===== src/rtl/axi_arb_pkg.sv =====
// Shared types and constants for the AXI line-read arbiter.
// Round-robin arbitration is enabled with the AXI_RD_ARB_RR_EN macro.
package axi_arb_pkg;

   typedef enum logic [1:0] {
      IDLE  = 2'd0,
      GRANT = 2'd1,
      COOL  = 2'd2
   } arb_state_e;

   localparam logic [1:0] BURST_INCR = 2'b01;
   localparam logic [7:0] LEN_LINE   = 8'd15;
   localparam logic [2:0] SIZE_WORD  = 3'd2;

   localparam int REQ_DCACHE   = 0;
   localparam int REQ_ICACHE   = 1;
   localparam int REQ_UNCACHED = 2;

endpackage


===== src/rtl/rr_pick.sv =====
// Combinational winner picker: round-robin after i_last when AXI_RD_ARB_RR_EN
// is defined, otherwise a lowest-index-wins priority encoder.
module rr_pick #(
   parameter int NUM_REQ = 3,
   parameter int ID_W    = 2
) (
   input  logic [NUM_REQ-1:0] i_req,
   input  logic [ID_W-1:0]    i_last,
   output logic [ID_W-1:0]    o_win,
   output logic               o_found
);

`ifdef AXI_RD_ARB_RR_EN
   int w_dist;
   int w_best;

   // Distance 0 is the requester right after i_last; the closest set bit wins.
   always_comb begin
      // NOTE: every output gets a default before the loop, so no path leaves it unassigned and no latch is inferred.
      o_win   = '0;
      o_found = 1'b0;
      w_best  = NUM_REQ;
      w_dist  = 0;
      for (int i = 0; i < NUM_REQ; i++) begin
         w_dist = (i + 2 * NUM_REQ - int'(i_last) - 1) % NUM_REQ;
         if (i_req[i] && (w_dist < w_best)) begin
            w_best  = w_dist;
            o_win   = ID_W'(i);
            o_found = 1'b1;
         end
      end
   end
`else
   logic w_unused_last;
   assign w_unused_last = ^i_last;

   always_comb begin
      o_win   = '0;
      o_found = 1'b0;
      for (int i = NUM_REQ - 1; i >= 0; i--) begin
         if (i_req[i]) begin
            o_win   = ID_W'(i);
            o_found = 1'b1;
         end
      end
   end
`endif

endmodule


===== src/rtl/axi_rd_arbiter.sv =====
// Shares the bridge's single line-read port among NUM_REQ requesters.
// Define AXI_RD_ARB_RR_EN for round-robin; default is fixed priority (index 0 first).
module axi_rd_arbiter
   import axi_arb_pkg::*;
#(
   parameter int NUM_REQ = 3,
   parameter int ADDR_W  = 32,
   parameter int LINE_W  = 512,
   parameter int ID_W    = 2
) (
   input  logic                  aclk,
   input  logic                  aresetn,
   input  logic [NUM_REQ-1:0]    req_valid,
   input  logic [NUM_REQ*ADDR_W-1:0] req_addr,
   input  logic [NUM_REQ*8-1:0]  req_len,
   input  logic [NUM_REQ*3-1:0]  req_size,
   output logic [NUM_REQ-1:0]    req_ready,
   output logic [LINE_W-1:0]     req_rdata,
   output logic [ADDR_W-1:0]     m_raddr,
   output logic [7:0]            m_rlen,
   output logic [2:0]            m_rsize,
   output logic                  m_rvalid,
   input  logic [LINE_W-1:0]     m_rdata,
   input  logic                  m_rready,
   output logic [ID_W-1:0]       grant_id,
   output logic                  busy
);

   arb_state_e        r_state;
   logic [ADDR_W-1:0] r_raddr;
   logic [7:0]        r_rlen;
   logic [2:0]        r_rsize;
   logic [ID_W-1:0]   r_grant_id;
   logic              r_rvalid;
   logic              r_busy;

   logic [ID_W-1:0]   w_win;
   logic              w_found;
   logic [ID_W-1:0]   w_last;
   logic [ADDR_W-1:0] w_sel_addr;
   logic [7:0]        w_sel_len;
   logic [2:0]        w_sel_size;
   logic              w_done;

`ifdef AXI_RD_ARB_RR_EN
   logic [ID_W-1:0]   r_last_grant;
   assign w_last = r_last_grant;
`else
   assign w_last = '0;
`endif

   rr_pick #(
      .NUM_REQ (NUM_REQ),
      .ID_W    (ID_W)
   ) u_pick (
      .i_req   (req_valid),
      .i_last  (w_last),
      .o_win   (w_win),
      .o_found (w_found)
   );

   always_comb begin
      w_sel_addr = '0;
      w_sel_len  = '0;
      w_sel_size = '0;
      for (int i = 0; i < NUM_REQ; i++) begin
         if (w_win == ID_W'(i)) begin
            w_sel_addr = req_addr[i*ADDR_W +: ADDR_W];
            w_sel_len  = req_len[i*8 +: 8];
            w_sel_size = req_size[i*3 +: 3];
         end
      end
   end

   // Completion is gated by reset so an aborted transfer never pulses req_ready.
   assign w_done    = r_rvalid && m_rready && aresetn;
   assign m_rvalid  = r_rvalid && !m_rready;
   assign req_ready = w_done ? (NUM_REQ'(1) << r_grant_id) : '0;
   assign req_rdata = m_rdata;
   assign m_raddr   = r_raddr;
   assign m_rlen    = r_rlen;
   assign m_rsize   = r_rsize;
   assign grant_id  = r_grant_id;
   assign busy      = r_busy;

   always_ff @(posedge aclk) begin
      // NOTE: sequential state uses <= so every register samples pre-edge values regardless of statement order.
      if (!aresetn) begin
         r_state      <= IDLE;
         r_raddr      <= '0;
         r_rlen       <= '0;
         r_rsize      <= '0;
         r_grant_id   <= '0;
         r_rvalid     <= 1'b0;
         r_busy       <= 1'b0;
`ifdef AXI_RD_ARB_RR_EN
         r_last_grant <= ID_W'(NUM_REQ - 1);
`endif
      end else begin
         case (r_state)
            IDLE: begin
               if (w_found) begin
                  r_raddr    <= w_sel_addr;
                  r_rlen     <= w_sel_len;
                  r_rsize    <= w_sel_size;
                  r_grant_id <= w_win;
                  r_rvalid   <= 1'b1;
                  r_busy     <= 1'b1;
                  r_state    <= GRANT;
               end
            end
            GRANT: begin
               if (m_rready) begin
`ifdef AXI_RD_ARB_RR_EN
                  r_last_grant <= r_grant_id;
`endif
                  r_grant_id <= '0;
                  r_rvalid   <= 1'b0;
                  r_state    <= COOL;
               end
            end
            COOL: begin
               r_busy  <= 1'b0;
               r_state <= IDLE;
            end
            default: begin
               r_rvalid <= 1'b0;
               r_busy   <= 1'b0;
               r_state  <= IDLE;
            end
         endcase
      end
   end

endmodule


===== config.mk =====
export PLATFORM = sky130hd
export DESIGN_NAME = axi_rd_arbiter
export DESIGN_NICKNAME = d
export VERILOG_FILES = /design/src/rtl/axi_arb_pkg.sv /design/src/rtl/rr_pick.sv /design/src/rtl/axi_rd_arbiter.sv
export SDC_FILE = /design/constraint.sdc
export NUM_CORES = 1
export LEC_CHECK = 0
export ABC_AREA = 1
export CORE_AREA = 2 2 468 470
export CTS_BUF_LIST = sky130_fd_sc_hd__clkbuf_4 sky130_fd_sc_hd__clkbuf_8
export CTS_CLUSTER_DIAMETER = 50
export DETAILED_ROUTE_END_ITERATION = 8
export DIE_AREA = 0 0 470 472
export DONT_BUFFER_PORTS = 1
export PLACE_DENSITY = 0.3
export SYNTH_ARGS = -nofsm -noshare
export SYNTH_HDL_FRONTEND = slang
export SYNTH_SLANG_ARGS = --single-unit

===== constraint.sdc =====
create_clock -name aclk -period 1.6 [get_ports aclk]
set_input_delay 0.4 -clock aclk [delete_from_list [all_inputs] [get_ports aclk]]
set_output_delay 0.4 -clock aclk [all_outputs]
set_load 0.05 [all_outputs]

==> flow_summary.rst, run 1 <==
.. list-table::
   :header-rows: 1

   * - Metric
     - Value
   * - Detailed-route DRC error count
     - 0
   * - First-pass GRT wire length
     - roughly 140 mm
   * - Number of routed nets with antenna violations
     - 0
   * - Maximum level of the CTS H-tree
     - 2
   * - Maximum fanout along the worst path
     - 3
   * - Layout area overhead
     - 5.71%
   * - Launching element type of the critical path
     - register
   * - Number of vias per cell after detailed routing
     - roughly 1.3
   * - #FFs+latches synth
     - between 40 and 50
   * - TritonCTS sink count
     - 49
   * - Wirelength per Cell
     - 37.6 um
   * - Height of the die
     - around 470 um
   * - Die boundary width
     - roughly 470 um
   * - Largest net degree at the start of global routing
     - 47
   * - Status
     - complete, but fails checks
   * - Path type of the worst setup path
     - reg -> out
   * - Cts bufs inserted
     - 5
   * - Unique masters post-synth
     - 19
   * - Net total in the final layout
     - 1145
   * - Endpoints failing hold
     - 0
   * - Portion of total power attributed to sequential cells
     - 0.351
   * - Setup WS pre-CTS
     - -0.0553 ns
   * - Count of input and output buffers
     - 0
   * - Global placement routability congestion
     - around 0.87
   * - Arrival time at the worst endpoint
     - about 1.3 ns
   * - Leakage dissipation
     - roughly 0.0018 uW
   * - Number of hold buffers added after cts
     - 0
   * - Part of the power in the clock network
     - 0.297
   * - Root buffer selected by CTS
     - sky130_fd_sc_hd__clkbuf_8
   * - Total power per unit cell area
     - just under 700 nW/um2
   * - Hold crit path type
     - in -> reg
   * - IO Pins
     - 1209
   * - Routed via count
     - around 4300
   * - Sequential element share of the synthesized area
     - 0.146
   * - TritonCTS clock tree
     - yes
   * - Slew Limit Headroom
     - 0.629
   * - Total core area
     - approximately 220000 um2
   * - Area of combinational cells with multiple inputs
     - 1430 um2
   * - Final Worst Setup Slack
     - -0.107 ns
   * - Cell count after synthesis
     - ~1000
   * - 1st-pass router iterations
     - 4
   * - Sort of element at the end of the critical path
     - output pin
   * - Worst path required time
     - approximately 1.2 ns
   * - Overall overflow remaining after global route
     - 0
   * - Combined global-route utilization of all metal layers
     - 0.110
   * - Average footprint of a synthesized cell
     - 6.90 um2
   * - Initial antenna violation count
     - 24
   * - Insertion delay to the later sink of the worst-skew pair
     - 0.44 ns
   * - Die Footprint
     - between 200000 and 250000 um2
   * - Combined flip-flop and latch cell area
     - 998 um2
   * - Final Max Tran Viols
     - 0
   * - Clock transition time at the flip-flop clock pins of the worst setup and hold paths
     - ~0.15 ns
   * - Transition time at the pin with the least slew margin
     - approximately 0.56 ns
   * - Peak VDD IR
     - 0.358 mV
   * - Share of total power consumed by net switching
     - 0.480
   * - Period minus WS final
     - roughly 1.7 ns
   * - Netlist area before placement
     - between 6000 and 7000 um2
   * - Combinational share of power
     - 0.352
   * - Estimated wirelength of the detail-placed design
     - around 120 mm
   * - Post-Syn Nets
     - between 1500 and 2000
   * - Clock buffer depth
     - 2
   * - Standard cell area after detailed placement
     - 6870 um2
   * - Total Routed Length
     - 126 mm
   * - Via count of the first global-routing pass
     - 4198
   * - Starting density of the core
     - 0.0310
   * - Failing checks
     - negative setup slack
   * - Post-route cell area
     - roughly 7100 um2
   * - Switching power of the nets
     - about 2300 uW
   * - Fillers
     - between 20000 and 30000
   * - Setup repair after global routing missed its margin
     - true
   * - Number of maximum-capacitance violations
     - 0
   * - Period utilization
     - 1.07
   * - Highest clock rate
     - 0.586 GHz
   * - Number of warnings printed during yosys synthesis
     - 0
   * - Worst clock skew
     - ~0.017 ns
   * - Share of post-route cells with drive strength above 1
     - 0.224
   * - Setup-violating endpoint count in the final report
     - 4
   * - Internal Dissipation
     - approximately 2500 uW
   * - Cell Rows
     - roughly 170
   * - Drt initial violations
     - roughly 180
-- placed cells by master, fill, tap and decap left out, drive strengths merged, types with 4 or more instances in the layout --
cell	n
diode	9
dfxtp	49
nand3	4
buf	59
nand2	97
nor2	49
a21oi	133
clkbuf	5
inv	94
-- path summary, 6_finish.rpt --
check	to	cells after the start	slack, ns	startpoint
worst max-delay path	req_ready[2]	5	-0.11	r_rvalid$_SDFFE_PN0P_
worst max register to register	m_raddr[20]$_SDFFE_PN0P_	6	0.17	r_state[0]$_SDFFE_PN0P_
worst min-delay path	m_raddr[0]$_SDFFE_PN0P_	2	0.08	aresetn
worst min register to register	r_state[1]$_SDFFE_PN0P_	2	0.52	r_state[0]$_SDFFE_PN0P_
-- cells by family after synthesis --
group,share of synthesized area
AOI/OAI and AO/OA,0.112
buffers and inverters,0.651
DFF,0.146
and+or+nand+nor,0.0913
-- per-stage QoR --
stage	util	hold slack [ns]	cells	setup TNS [ns]	total power (uW)
after floorplan	-	0.477	971	-0.0573	6150
after global placement	0.0317	0.504	3342	-0.0518	3520
after detailed placement	0.0317	0.509	3342	-0.0625	3530
after CTS	0.0325	0.0146	3352	-0.588	5130
after global routing	0.0326	0.0428	3354	-0.612	5200
final	0.0327	0.0823	3362	-0.339	4880
-- layout make-up --
cell class                 instances  area share
antenna                            9     0.00318
clock buffer                       5     0.00971
clock inverter                     3     0.00971
inverter                          93      0.0496
multi-input combinational        290       0.201
sequential                        49       0.141
tap                             2854       0.504
timing repair buffer              59      0.0818
-- critical path, stage by stage (launching register included) --
cell	delay, ns
sky130_fd_sc_hd__dfxtp_2	0.36
sky130_fd_sc_hd__nand2_2	0.04
sky130_fd_sc_hd__inv_2	0.06
sky130_fd_sc_hd__nand2_4	0.08
sky130_fd_sc_hd__nor3_4	0.16
sky130_fd_sc_hd__buf_12	0.16
-- power groups by stage --
stage,clock network [uW],logic (uW),registers (uW)
2_1_floorplan,0,4120,2040
3_3_place_gp,0,1780,1740
3_5_place_dp,0,1790,1730
4_1_cts,1610,1810,1710
5_1_grt,1570,1900,1730
6_report,1450,1720,1710
-- repair_timing --
item | CTS | global route
setup buffers | 2 | 1
pin swaps | 3 | 2
resized for setup | 14 | 5
endpoints found under the setup margin | 11 | 5
-- Yosys cell counts --
master                     instances  area share
sky130_fd_sc_hd__buf_4           513        0.57
sky130_fd_sc_hd__a21oi_1         116       0.087
sky130_fd_sc_hd__nand2_1          95       0.053
sky130_fd_sc_hd__inv_1            91       0.051
sky130_fd_sc_hd__dfxtp_1          49        0.15
sky130_fd_sc_hd__nor2_1           47       0.026
sky130_fd_sc_hd__a21oi_2          17       0.022
sky130_fd_sc_hd__buf_2            15       0.011
sky130_fd_sc_hd__buf_6             6       0.010
sky130_fd_sc_hd__clkbuf_1          5      0.0028
sky130_fd_sc_hd__nand3_1           4      0.0030
sky130_fd_sc_hd__inv_2             2      0.0011
sky130_fd_sc_hd__nand2_2           2      0.0019
sky130_fd_sc_hd__nor2_2            2      0.0019
sky130_fd_sc_hd__nor3_1            2      0.0015
sky130_fd_sc_hd__o21ai_0           2      0.0015
sky130_fd_sc_hd__nand3b_1          1      0.0011
sky130_fd_sc_hd__nor3_4            1      0.0024
sky130_fd_sc_hd__o21ai_2           1      0.0013
-- registers in the layout (all words and copies together), names as in the netlist --
signal and count:
busy 1, grant_id 2, m_raddr 32, m_rlen 8
m_rsize 3, r_rvalid 1, r_state 2
-- layer usage --
layer,vias up,routed length [um],GRT usage
met2,895,52900,0.162
met4,24,5800,0.0463
met5,-,241,0.00324
li1,1508,-,-
met3,273,53000,0.218
met1,1581,14400,0.0333
Note: power is estimated with default switching activity, not from simulation.
==> inputs of run 2 (changes only) <==
CTS_CLUSTER_SIZE = 16   (was unset)
==> results of run 2 <==
Final layout, timing and power as in run 1 (identical DEF).
==> inputs of run 3 (changes only) <==
RECOVER_POWER = 25   (was unset)
==> results of run 3 <==
Final layout, timing and power as in run 1 (identical DEF).
